[src/rtl/uart_frame_pkg.sv]
// Shared constants for the UART frame parser: FSM state encodings, error codes
// and the default start-of-frame marker.
package uart_frame_pkg;

    localparam logic [2:0] ST_IDLE    = 3'd0;
    localparam logic [2:0] ST_LEN     = 3'd1;
    localparam logic [2:0] ST_PAYLOAD = 3'd2;
    localparam logic [2:0] ST_CHK     = 3'd3;
    localparam logic [2:0] ST_HOLD    = 3'd4;

    localparam logic [1:0] ERR_NONE = 2'd0;
    localparam logic [1:0] ERR_LEN  = 2'd1;
    localparam logic [1:0] ERR_CHK  = 2'd2;
    localparam logic [1:0] ERR_TMO  = 2'd3;

    localparam logic [7:0] SOF_DEFAULT = 8'h7E;

    // Running checksum is a plain 8-bit wrapping sum.
    function automatic logic [7:0] sum8(input logic [7:0] a, input logic [7:0] b);
        return a + b;
    endfunction

endpackage

[src/rtl/uart_frame_buf.sv]
// Payload buffer for one frame: DEPTH x 8 register array, synchronous write,
// asynchronous read. Contents are not reset.
module uart_frame_buf
    import uart_frame_pkg::*;
#(
    parameter int DEPTH = 16,
    parameter int AW    = 4
) (
    input  logic          clk,
    input  logic          we,
    input  logic [AW-1:0] waddr,
    input  logic [7:0]    wdata,
    input  logic [AW-1:0] raddr,
    output logic [7:0]    rdata
);

    logic [7:0] mem_q [DEPTH];

    always_ff @(posedge clk) begin
        if (we) begin
            mem_q[waddr] <= wdata;
        end
    end

    assign rdata = mem_q[raddr];

endmodule

[src/rtl/uart_frame_rx.sv]
// Length-framed packet parser behind uart_rx: SOF, LEN, payload, checksum.
// Good frames are held for the host to read and ack; bad or stalled frames raise err_tick.
module uart_frame_rx
    import uart_frame_pkg::*;
#(
    parameter logic [7:0] SOF_BYTE      = SOF_DEFAULT,
    parameter int         MAX_LEN       = 16,
    parameter int         TIMEOUT_TICKS = 640
) (
    input  logic       clk,
    input  logic       reset_n,
    input  logic       s_tick,
    input  logic [7:0] rx_dout,
    input  logic       rx_done_tick,
    output logic       frame_valid,
    output logic [7:0] frame_len,
    input  logic       rd_en,
    output logic [7:0] rd_data,
    output logic       rd_last,
    input  logic       frame_ack,
    output logic       err_tick,
    output logic [1:0] err_code,
    output logic       drop_tick,
    output logic [2:0] dbg_state
);

    localparam int AW = (MAX_LEN > 1) ? $clog2(MAX_LEN) : 1;
    localparam int TW = $clog2(TIMEOUT_TICKS);

    logic [2:0]    state_q, state_d;
    logic [7:0]    len_q, len_d;
    logic [7:0]    sum_q, sum_d;
    logic [7:0]    wr_ptr_q, wr_ptr_d;
    logic [7:0]    rd_ptr_q, rd_ptr_d;
    logic [TW-1:0] tmo_q, tmo_d;
    logic          err_tick_q, err_tick_d;
    logic [1:0]    err_code_q, err_code_d;
    logic          drop_tick_q, drop_tick_d;
    logic          buf_we;
    logic [7:0]    buf_rdata;
    logic          last_int;

    uart_frame_buf #(.DEPTH(MAX_LEN), .AW(AW)) u_buf (
        .clk   (clk),
        .we    (buf_we),
        .waddr (wr_ptr_q[AW-1:0]),
        .wdata (rx_dout),
        .raddr (rd_ptr_q[AW-1:0]),
        .rdata (buf_rdata)
    );

    assign frame_valid = (state_q == ST_HOLD);
    assign last_int    = frame_valid && (rd_ptr_q == len_q - 8'd1);

    always_comb begin
        state_d     = state_q;
        len_d       = len_q;
        sum_d       = sum_q;
        wr_ptr_d    = wr_ptr_q;
        rd_ptr_d    = rd_ptr_q;
        tmo_d       = tmo_q;
        err_tick_d  = 1'b0;
        err_code_d  = err_code_q;
        drop_tick_d = 1'b0;
        buf_we      = 1'b0;
        case (state_q)
            ST_IDLE: begin
                tmo_d = '0;
                if (rx_done_tick && rx_dout == SOF_BYTE) begin
                    state_d = ST_LEN;
                end
            end
            ST_LEN, ST_PAYLOAD, ST_CHK: begin
                // A byte arriving on the expiry cycle takes priority over the timeout.
                if (rx_done_tick) begin
                    tmo_d = '0;
                    if (state_q == ST_LEN) begin
                        if (rx_dout == 8'd0 || rx_dout > 8'(MAX_LEN)) begin
                            err_tick_d = 1'b1;
                            err_code_d = ERR_LEN;
                            state_d    = ST_IDLE;
                        end else begin
                            len_d    = rx_dout;
                            sum_d    = rx_dout;
                            wr_ptr_d = 8'd0;
                            state_d  = ST_PAYLOAD;
                        end
                    end else if (state_q == ST_PAYLOAD) begin
                        buf_we = 1'b1;
                        sum_d  = sum8(sum_q, rx_dout);
                        if (wr_ptr_q == len_q - 8'd1) begin
                            state_d = ST_CHK;
                        end else begin
                            wr_ptr_d = wr_ptr_q + 8'd1;
                        end
                    end else begin
                        if (sum8(sum_q, rx_dout) == 8'd0) begin
                            rd_ptr_d = 8'd0;
                            state_d  = ST_HOLD;
                        end else begin
                            err_tick_d = 1'b1;
                            err_code_d = ERR_CHK;
                            state_d    = ST_IDLE;
                        end
                    end
                end else if (s_tick) begin
                    if (tmo_q == TW'(TIMEOUT_TICKS - 1)) begin
                        tmo_d      = '0;
                        err_tick_d = 1'b1;
                        err_code_d = ERR_TMO;
                        state_d    = ST_IDLE;
                    end else begin
                        tmo_d = tmo_q + 1'b1;
                    end
                end
            end
            ST_HOLD: begin
                tmo_d       = '0;
                drop_tick_d = rx_done_tick;
                if (frame_ack) begin
                    rd_ptr_d = 8'd0;
                    state_d  = ST_IDLE;
                end else if (rd_en && !last_int) begin
                    rd_ptr_d = rd_ptr_q + 8'd1;
                end
            end
            default: state_d = ST_IDLE;
        endcase
    end

    always_ff @(posedge clk) begin
        if (!reset_n) begin
            state_q     <= ST_IDLE;
            len_q       <= 8'd0;
            sum_q       <= 8'd0;
            wr_ptr_q    <= 8'd0;
            rd_ptr_q    <= 8'd0;
            tmo_q       <= '0;
            err_tick_q  <= 1'b0;
            err_code_q  <= ERR_NONE;
            drop_tick_q <= 1'b0;
        end else begin
            state_q     <= state_d;
            len_q       <= len_d;
            sum_q       <= sum_d;
            wr_ptr_q    <= wr_ptr_d;
            rd_ptr_q    <= rd_ptr_d;
            tmo_q       <= tmo_d;
            err_tick_q  <= err_tick_d;
            err_code_q  <= err_code_d;
            drop_tick_q <= drop_tick_d;
        end
    end

    assign frame_len = frame_valid ? len_q : 8'd0;
    assign rd_data   = frame_valid ? buf_rdata : 8'd0;
    assign rd_last   = last_int;
    assign err_tick  = err_tick_q;
    assign err_code  = err_code_q;
    assign drop_tick = drop_tick_q;
    assign dbg_state = state_q;

endmodule

[config.mk]
export PLATFORM = sky130hd
export DESIGN_NAME = uart_frame_rx
export DESIGN_NICKNAME = d
export VERILOG_FILES = /design/src/rtl/uart_frame_pkg.sv /design/src/rtl/uart_frame_buf.sv /design/src/rtl/uart_frame_rx.sv
export SDC_FILE = /design/constraint.sdc
export NUM_CORES = 1
export LEC_CHECK = 0
export ABC_AREA = 1
export BUFFER_PORTS_ARGS = -buffer_cell sky130_fd_sc_hd__buf_2
export CELL_PAD_IN_SITES_DETAIL_PLACEMENT = 1
export CELL_PAD_IN_SITES_GLOBAL_PLACEMENT = 2
export CORE_ASPECT_RATIO = 0.6
export CORE_MARGIN = 3
export CORE_UTILIZATION = 42
export DETAILED_ROUTE_END_ITERATION = 8
export PLACE_DENSITY = 0.83
export SLEW_MARGIN = 40
export SYNTH_ARGS = -nofsm -noshare
export SYNTH_HDL_FRONTEND = slang
export SYNTH_SLANG_ARGS = --single-unit
[constraint.sdc]
create_clock -name clk -period 5 [get_ports clk]
set_input_delay 1 -clock clk [delete_from_list [all_inputs] [get_ports clk]]
set_output_delay 1 -clock clk [all_outputs]
set_load 0.02 [all_outputs]
[Yosys cells after proc, flatten, opt, wreduce, memory -nomap -nowiden]
Memory sizes are Yosys's and may differ from the RTL's. A register that Yosys moved wholly into a read port is not among the register bits.
Cells that the tools add are included.
Operators by class
  eq/ne operators: 23
  add/sub/neg operators: 5
  reductions and logical operators: 24
  bitwise operators: 1
  multiplexer cells: 53
  magnitude comparators: 1
Operators by type and width (count)
  2-to-1 mux 8 bit: 15
  2-to-1 mux 10 bit: 3
  2-to-1 mux 3 bit: 9
  one-hot mux 10 bit (2 select lines): 1
  adder 8 x 1 -> 8 bit (second input constant): 2
  == test 8 bit: 2
  logical NOT 8 bit: 2
  2-to-1 mux 2 bit: 8
  one-hot mux 8 bit (2 select lines): 1
  inequality test 2 bit (second input constant): 7
  2-to-1 mux 1 bit: 13
  inequality test 3 bit (second input constant): 4
  AND reduction 6 bit: 2
  adder 10 x 1 -> 10 bit (second input constant): 1
  == test 10 bit (second input constant): 1
  AND reduction 5 bit: 2
  nonzero test 2 bit: 5
  one-hot mux 3 bit (3 select lines): 1
  adder 8 bit: 1
  == test 8 x 7 -> 1 bit (second input constant): 1
  greater-than comparator 8 x 5 -> 1 bit (second input constant): 1
  2-to-1 mux 4 bit: 2
  AND reduction 4 bit: 2
  subtractor 8 x 1 -> 8 bit (second input constant): 1
  15 further kinds: 20
Storage, ports and cells
  memories kept: 1
  word-level logic and storage cells: 117
  flip-flop bits (word level): 49
  bits in writable memories: 128
  output and inout bits: 25
Memory list
  u_buf.mem_q: depth 16, bits a word 8, read ports 1, clocked after Yosys merged registers in 1, write ports 1, RTL line uart_frame_buf.sv:17  | logic [7:0] mem_q [DEPTH];

[Longest topological paths before layout]
Gate-level depths: netlist of run 1.
  word-level depth: 10
  depth in mapped cells: 17
  gate-level depth less buffers: 17

[Modules after synthesis]
From an unflattened synthesis of run 1, not the netlist that was laid out.
Second synthesis, totals
  cells, all modules: 1071
  area total of the unflattened synthesis: 9068.7 um^2
Modules (own cells, without submodules)
  uart_frame_buf: times used 1, cells each 543, area an instance 5610.4 um^2
  uart_frame_rx: times used 1, cells each 528, area an instance 3458.3 um^2

[Worst setup path before layout of run 1]
OpenSTA, ideal clock, no wires.
  path kind: input -> register
  start point: input rx_dout[0]
  end point: register with a tool-made name
  setup slack: 2204 ps
  library setup time: 133 ps
  stages on the path: 11
  arrival time: 2663 ps
  cells stage by stage: ha_1 fa_1 xor2_1 nor3_1 nand3_1 nor2_2 nand2_2 a21oi_4 nand2_4 nand2_1 a21oi_1
RTL lines
  from (decl): RTL line uart_frame_rx.sv:13  | input logic [7:0] rx_dout,

==> results.md, run 1 <==
* Final WS setup at 1.10 ns
* DRT Pass-1 Iters at 5
* Number of antenna violations at the first check in global routing at 1
* Max-cap violations at 0
* Clock Skew at 0.00645 ns
* Largest cells by area after synthesis: edfxtp_1, dfxtp_1, nand2_1
* Status: completed
* Data arrival, critical path at 2.90 ns
* Total Routing Usage GR at 0.248
* Post-place setup slack at 1.58 ns
* Final Util at 0.494
* GRT Max-Usage Layer: met2
* Met1 Use GR at 0.370
* Final Hold Vio Count at 0
* Setup slack, reg-to-reg at 2.28 ns
* PD cells at 421 nW/um2
* Clock transition at path regs at 0.07 ns
* Wirelength per Cell at 21.6 um
* Row count at 39
* Setup bufs post-CTS at 0
* Met3 usage at 0.0520
* Share of cells above drive strength 1 at 0.123
* Post-synth ARST share at 0
* DP Area at 8930 um2
* Synth cell types at 41
* Final worst path period share at 0.779
* Seq/Total Area, Yosys at 0.581
* Maximum number of pins on one net before global-route repair at 65
* Least-Margin Pin Slew at 0.768 ns
* Top-Level Pins at 39
* Cts hold-fix bufs at 0
* Crit path kind: flop to primary output
* Avg Cell Area, Syn at 9.31 um2
* Iter 0 DRT Violations at 648
* Switching power at 1.29 mW
* Hold WC Path Type: flop to flop
* Global Route met2 Usage at 0.375
* Minimum clock period at 3.90 ns
* Vias/cell at 5.70
* Die X at 189 um
* N_diodes at 0
* RSZ-0062 raised after global routing: false
* Sw frac at 0.321
* Critical path peak fanout at 17
* Later-pin clock latency in the skew report at 0.44 ns
* Worst Path Required at 4.00 ns
* Yosys warns at 0
* Routed Antenna Nets at 0
* Syn-to-layout area delta at 13.4%
* Starting Density at 0.436
* Tot Pwr at 4.03 mW
* Total number of vias at 6942
* Global route overflow at 0
* Critical Path Sink Type: primary output
* Fin area at 9570 um2
* Gate power share at 0.226
* CTS H-tree depth at 4
* Yosys top cell by area: edfxtp_1
* Synthesized cell area at 8440 um2
* CTS root buffer: clkbuf_16
* Int Power at 2.73 mW
* Clock sinks at 181
* GP Congestion at 0.842
* Buffers on Ports at 38
* Clock buffer depth at 2
* Core area at 19400 um2
* Sum Neg Setup Slack at 0 ns
* Commonest cells in the synthesized netlist: nand2_1, nor2_1, edfxtp_1
* Synthesized instance count at 906
* Top_reg_cell synth: edfxtp_1
* Rel. slew slack at 0.486
* Synthesis-stage register bit count at 181
* DRC violations left at 0
* Final slew viol count at 0
* Die Height at 116 um
* Die area at 21900 um2
* DP HPWL at 18200 um
* Post-synth EDFFs at 128
* IR drop worst, VDD at 237 uV
* Final wirelength at 26300 um
* Num CTS Buffers at 17
* Synth top area share at 0.456
* Vias in the first global route at 7070
* Filler cells at 2226
* Final setup vio count at 0
* Leak at 3.49 nW
* Clk pwr share at 0.350
* F_max at 257 MHz
* Startpoint types: flop
* CTS tree: done
* First-pass GRT wire length at 40900 um
* Resized cells post-CTS at 0
* NumNets Final at 968
* Reg power frac at 0.424
* Syn Nets at 935
* Count leader, synth: nand2_1
[registers in the layout, indices dropped and copies added (netlist names), 2 cells and up, named ones only]
register and count:
u_buf.mem_q 128, tmo_q 10, len_q 8, rd_ptr_q 8
sum_q 8, wr_ptr_q 8, dbg_state 3, err_code 2
[cells in the final DEF, fill, tap and decap left out, types with 2 or more instances in the layout]
master       n
o211ai_1     9
nand4_1      8
edfxtp_1   128
clkbuf_16   18
nor2_2      16
a22oi_1      2
dfxtp_1     52
nand3b_1     4
buf_4        7
inv_1       66
a211oi_1     4
clkbuf_8     5
a31oi_1      5
nor2_1     124
o21ai_0     83
o221ai_1    23
nor3_1      16
xnor2_1      2
ha_1        14
nand2_1    157
nand2_2      6
o22ai_1      9
bufinv_16    2
buf_2       38
a21oi_1     53
inv_2        9
nor3_4       3
xor2_1       9
nor4_1       3
clkinv_2     3
clkinv_1     2
nand3_1     56
[worst max-delay path, stage by stage (launching register included)]
cell	delay, ns
dfxtp_1	0.80
buf_4	0.36
o21ai_0	0.12
o221ai_1	0.56
nand3_1	0.20
a21oi_1	0.20
buf_2	0.19
[routing by layer]
layer	share of wire	wire, um
met5	0	0
met4	0.0085	223
met3	0.068	1800
met2	0.43	11300
met1	0.49	12900
[power by group through the flow]
stage | Sequential, mW | Combinational (mW) | Clock (mW)
after floorplan | 1.73 | 0.608 | 0
after global placement | 1.74 | 0.858 | 0
after detailed placement | 1.74 | 0.901 | 0
after CTS | 1.71 | 0.909 | 1.42
after global routing | 1.71 | 1.02 | 1.49
final | 1.71 | 0.911 | 1.41
[metrics by stage]
stage / instances / hold WS (ns)
after floorplan: 906 / 0.445
after global placement: 1186 / 0.446
after detailed placement: 1186 / 0.454
after CTS: 1218 / 0.464
after global routing: 1218 / 0.500
final: 1218 / 0.452
[cell type report]
cell class	count	area, um2	share of cell area
Sequential cell	181	4910	0.513
Clock inverter	8	95.1	0.00994
Timing Repair Buffer	45	243	0.0254
Inverter	76	287	0.0299
Tap cell	266	333	0.0348
Clock buffer	24	523	0.0547
Multi-Input combinational cell	618	3180	0.333
[kinds of logic after synthesis]
family,Yosys count,synth area share
AOI/OAI and AO/OA,193,0.134
DFF,181,0.581
adders and majority gates,15,0.0231
buffers and inverters,107,0.0479
and+or+nand+nor,399,0.202
xor gates and xnor gates,11,0.0114
[worst paths after layout]
| path | cells past startpoint | endpoint | from |
|---|---|---|---|
| max | 6 | rd_data[3] | flop |
| max reg2reg | 14 | wr_ptr_q[3] | len_q[0] |
| min | 2 | err_code[1] | err_code[1] |
| min reg2reg | 2 | err_code[1] | err_code[1] |
Note: power is estimated with default switching activity, not from simulation.
==> inputs of run 2 (changes only) <==
--- a/config.mk
+++ b/config.mk
@@ -11,9 +11,9 @@
 export CELL_PAD_IN_SITES_GLOBAL_PLACEMENT = 2
 export CORE_ASPECT_RATIO = 0.6
 export CORE_MARGIN = 3
-export CORE_UTILIZATION = 42
+export CORE_UTILIZATION = 35
 export DETAILED_ROUTE_END_ITERATION = 8
-export PLACE_DENSITY = 0.83
+export PLACE_DENSITY = 0.74
 export SLEW_MARGIN = 40
 export SYNTH_ARGS = -nofsm -noshare
 export SYNTH_HDL_FRONTEND = slang
==> constraint.sdc (replaced) <==
create_clock -name clk -period 3.15 [get_ports clk]
set_input_delay 0.63 -clock clk [delete_from_list [all_inputs] [get_ports clk]]
set_output_delay 0.63 -clock clk [all_outputs]
set_load 0.02 [all_outputs]
==> results.md, run 2 (synthesized netlist as in run 1, its figures left out) <==
* Final setup vio count at 0
* Die Height at 126 um
* Top reg by flops: u_buf.mem_q
* Worst Path Required at 2.52 ns
* Die X at 206 um
* Minimum clock period at 2.99 ns
* Dpl cells at 1273
* Critical path peak fanout at 16
* Final worst path period share at 0.951
* PD cells at 648 nW/um2
* Startpoint types: flop
* CTS root buffer: clkbuf_16
* Clock Skew at 0.0119 ns
* Most common cell after layout, fill and taps aside: nand2_1
* First-pass GRT wire length at 41500 um
* Number of antenna violations at the first check in global routing at 0
* IR drop worst, VDD at 421 uV
* DRC violations left at 0
* Max reg flops at 128
* Clock sinks at 181
* Crit path kind: flop to primary output
* Maximum number of pins on one net before global-route repair at 45
* Fin area at 9850 um2
* Most frequent cells in the layout: nand2_1, nor2_1, edfxtp_1
* Share of cells above drive strength 1 at 0.149
* Leak at 3.65 nW
* Vias/cell at 5.30
* Row count at 43
* Sum Neg Setup Slack at 0 ns
* Max-cap violations at 0
* Global route overflow at 0
* Core area at 23400 um2
* Least-Margin Pin Slew at 0.644 ns
* Final Hold Vio Count at 0
* Iter 0 DRT Violations at 410
* Leading registers by flop count: u_buf.mem_q: 128 flops, tmo_q: 10 flops
* Total number of vias at 6930
* GP Congestion at 0.831
* Routed Antenna Nets at 0
* Wirelength per Cell at 20.8 um
* Vias in the first global route at 6849
* DRT Pass-1 Iters at 4
* Die area at 26100 um2
* Rel. slew slack at 0.567
* Clock buffer depth at 2
* Top-Level Pins at 39
* Final wirelength at 27200 um
* Total Routing Usage GR at 0.214
* Later-pin clock latency in the skew report at 0.44 ns
* RSZ-0062 raised after global routing: false
* CTS H-tree depth at 4
* F_max at 334 MHz
* Syn-to-layout area delta at 16.8%
* Data arrival, critical path at 2.36 ns
* Buffers on Ports at 38
* Starting Density at 0.360
* Clock transition at path regs at 0.08 ns
* Final slew viol count at 0
* Num CTS Buffers at 17
* DP Area at 9270 um2
* DP HPWL at 19700 um
* Hold WC Path Type: flop to flop
* Critical Path Sink Type: primary output
* N_diodes at 0
* Status: completed
* NumNets Final at 1008
* CTS tree: done
* Fin cells at 1307
==> run 2: cell count changes in the layout (fill, tap and decap cells not counted), sizes merged <==
cell,change
buf,+40
clkbuf,-6
clkinv,+3
clkinvlp,+2
inv,+2
bufinv,-1
==> run 2: repair_timing <==
item | CTS | global route
hold buffers | 0 | 0
endpoints found under the setup margin | 3 | 3
resized for setup | 4 | 3
buffers inserted | 0 | 2
==> run 2: worst paths after layout <==
check                     from     endpoint  slack, ns  cells after the start
hold reg to reg    err_code[1]  err_code[1]       0.45                      2
setup reg to reg  dbg_state[0]         flop       0.61                     11
hold / removal     err_code[1]  err_code[1]       0.45                      2
setup / recovery          flop   rd_data[3]       0.16                      8
==> run 2: power breakdown <==
group,internal [mW],switching (mW)
combinational,0.481,1.09
sequential,2.62,0.101
clock,1.10,0.987
==> run 2: cell type report <==
class	count	area (um2)
repair buffers	85	568
well taps	315	394
inverters	76	289
fillers	2725	13500
flip-flops and latches	181	4910
multi-input cells	618	3140
clock buffers	18	429
clock inverters	14	123
==> run 2: critical path: stages, from the launching register on <==
cell and delay (ns):
dfxtp_2 0.43, inv_1 0.12, buf_4 0.22, buf_4 0.22, o21ai_0 0.11, o221ai_1 0.24
o211ai_1 0.13, a21oi_1 0.23, buf_2 0.21
==> run 2: layer usage <==
layer / wire, um / vias to the layer above / global-route usage
met4: 131 / 0 / 0.0399
li1: - / 3306 / -
met5: 0 / - / 0
met1: 15100 / 3450 / 0.356
met2: 10300 / 163 / 0.275
met3: 1680 / 11 / 0.0519
==> run 2: per-stage QoR <==
stage	setup slack [ns]	total power, mW	hold WS (ns)	util
floorplan	0.724	3.70	0.445	-
global placement	0.315	4.31	0.440	0.396
detailed placement	0.285	4.33	0.443	0.396
CTS	0.0349	6.41	0.454	0.420
global route	0.00556	6.73	0.481	0.421
finish	0.156	6.38	0.451	0.421
==> inputs of run 3 (changes only) <==
--- a/config.mk
+++ b/config.mk
@@ -9,7 +9,7 @@
 export BUFFER_PORTS_ARGS = -buffer_cell sky130_fd_sc_hd__buf_2
 export CELL_PAD_IN_SITES_DETAIL_PLACEMENT = 1
 export CELL_PAD_IN_SITES_GLOBAL_PLACEMENT = 2
-export CORE_ASPECT_RATIO = 0.6
+export CORE_ASPECT_RATIO = 1.1
 export CORE_MARGIN = 3
 export CORE_UTILIZATION = 35
 export DETAILED_ROUTE_END_ITERATION = 8
==> results.md, run 3 (synthesized netlist as in run 1, its figures left out) <==
* Status: completed
* Vias in the first global route at 7002
* RSZ-0062 raised after global routing: false
* F_max at 341 MHz
* Row count at 58
* First-pass GRT wire length at 39500 um
* Later-pin clock latency in the skew report at 0.45 ns
* Rel. slew slack at 0.587
* Final wirelength at 25200 um
* PD cells at 636 nW/um2
* CTS root buffer: clkbuf_16
* Max reg flops at 128
* Routed Antenna Nets at 0
* Number of antenna violations at the first check in global routing at 0
* Final worst path period share at 0.931
* Final slew viol count at 0
* DP Area at 9210 um2
* Total number of vias at 6797
* Worst hold stages at 2
* Maximum number of pins on one net before global-route repair at 40
* CTS H-tree depth at 4
* Sum Neg Setup Slack at 0 ns
* CP peak stage delay at 0.52 ns
* Die Height at 169 um
* Wirelength per Cell at 19.6 um
* NumNets Final at 1003
* Final setup vio count at 0
* Clock transition at path regs at 0.08 ns
* Clock buffer depth at 2
* Die area at 26000 um2
* Most common cell after layout, fill and taps aside: nand2_1
* Total Routing Usage GR at 0.195
* Crit path kind: flop to primary output
* Reg2Reg Depth at 11
* Die X at 154 um
* Syn-to-layout area delta at 16.0%
* IR drop worst, VDD at 410 uV
* Hold WC Path Type: flop to flop
* DRT Pass-1 Iters at 4
* Hold wc startpoint: err_code[1]
* Leading registers by flop count: u_buf.mem_q: 128 flops, tmo_q: 10 flops
* Least-Margin Pin Slew at 0.618 ns
* Minimum clock period at 2.93 ns
* N_diodes at 0
* Reg2reg start: sum_q[0]
* Max-cap violations at 0
* Num CTS Buffers at 17
* Top-Level Pins at 39
* Vias/cell at 5.29
* Core area at 23300 um2
* Critical path peak fanout at 34
* Final WS setup at 0.216 ns
* Worst Path Required at 2.52 ns
* CTS tree: done
* Hold path endpoint: err_code[1]
* Startpoint types: flop
* Leak at 3.62 nW
* Top reg by flops: u_buf.mem_q
* Buffers on Ports at 38
* Clock sinks at 181
* Share of cells above drive strength 1 at 0.141
* Iter 0 DRT Violations at 391
* Clock Skew at 0.0172 ns
* Most frequent cells in the layout: nand2_1, nor2_1, edfxtp_1
* Fin area at 9790 um2
* Setup bufs post-CTS at 0
* Critical path, cell by cell: buf_6 -> o21ai_0 -> o221ai_1 -> o211ai_1 -> a21oi_1 -> buf_2
* CP max-delay cell: dfxtp_2
* DRC violations left at 0
* Starting Density at 0.362
* Global route overflow at 0
* Critical Path Sink Type: primary output
* DP HPWL at 17600 um
* GP Congestion at 0.804
* Data arrival, critical path at 2.30 ns
* Final Hold Vio Count at 0
* Setup slack, reg-to-reg at 0.76 ns
* Post-place setup slack at 0.251 ns
run 3: how the worst max path moves through the flow:
| stage | endpoint | cells past startpoint |
|---|---|---|
| after floorplan | flop | 11 |
| after global placement | flop | 12 |
| after detailed placement | flop | 12 |
| after CTS | rd_data[1] | 6 |
| after global routing | rd_data[4] | 7 |
| final | rd_data[1] | 6 |
run 3: cell type report:
class                           instances  area (um2)
Fill cell                            2717       13500
Sequential cell                       181        4910
Multi-Input combinational cell        618        3130
Timing Repair Buffer                   80         522
Clock buffer                           17         425
Tap cell                              300         375
Inverter                               76         288
Clock inverter                         14         140
run 3: where the power goes:
group / internal, mW / switching (mW) / total [mW]
clock: 1.04 / 1.03 / 2.08
sequential: 2.62 / 0.0917 / 2.71
combinational: 0.453 / 0.982 / 1.43
total: 4.12 / 2.11 / 6.22
run 3: per-layer routing:
metal	GRT usage	routed length, um	vias to the layer above
met5	0	0	-
met2	0.342	12700	122
met4	0.0484	272	0
li1	-	-	3294
met1	0.253	11500	3364
met3	0.0302	783	17
run 3: worst max-delay path: cells and delay by family (launching register included):
kind	cells	cell delay (ns)
flip-flops	1	0.52
buffers and inverters	2	0.52
AO/OA/AOI/OAI	4	0.82
run 3: stage by stage:
| stage | hold slack (ns) | instances | power (mW) | utilization |
|---|---|---|---|---|
| 2_1_floorplan | 0.445 | 906 | 3.70 | - |
| 5_1_grt | 0.478 | 1286 | 6.56 | 0.420 |
| 3_3_place_gp | 0.431 | 1255 | 4.20 | 0.395 |
| 3_5_place_dp | 0.442 | 1255 | 4.21 | 0.395 |
| 4_1_cts | 0.455 | 1286 | 6.28 | 0.420 |
| 6_report | 0.449 | 1286 | 6.22 | 0.420 |
run 3: what timing repair did:
action / 4_1_cts / 5_1_grt
setup endpoints to repair: 0 / 3
gates resized for setup: 0 / 4
hold buffers: 0 / 0
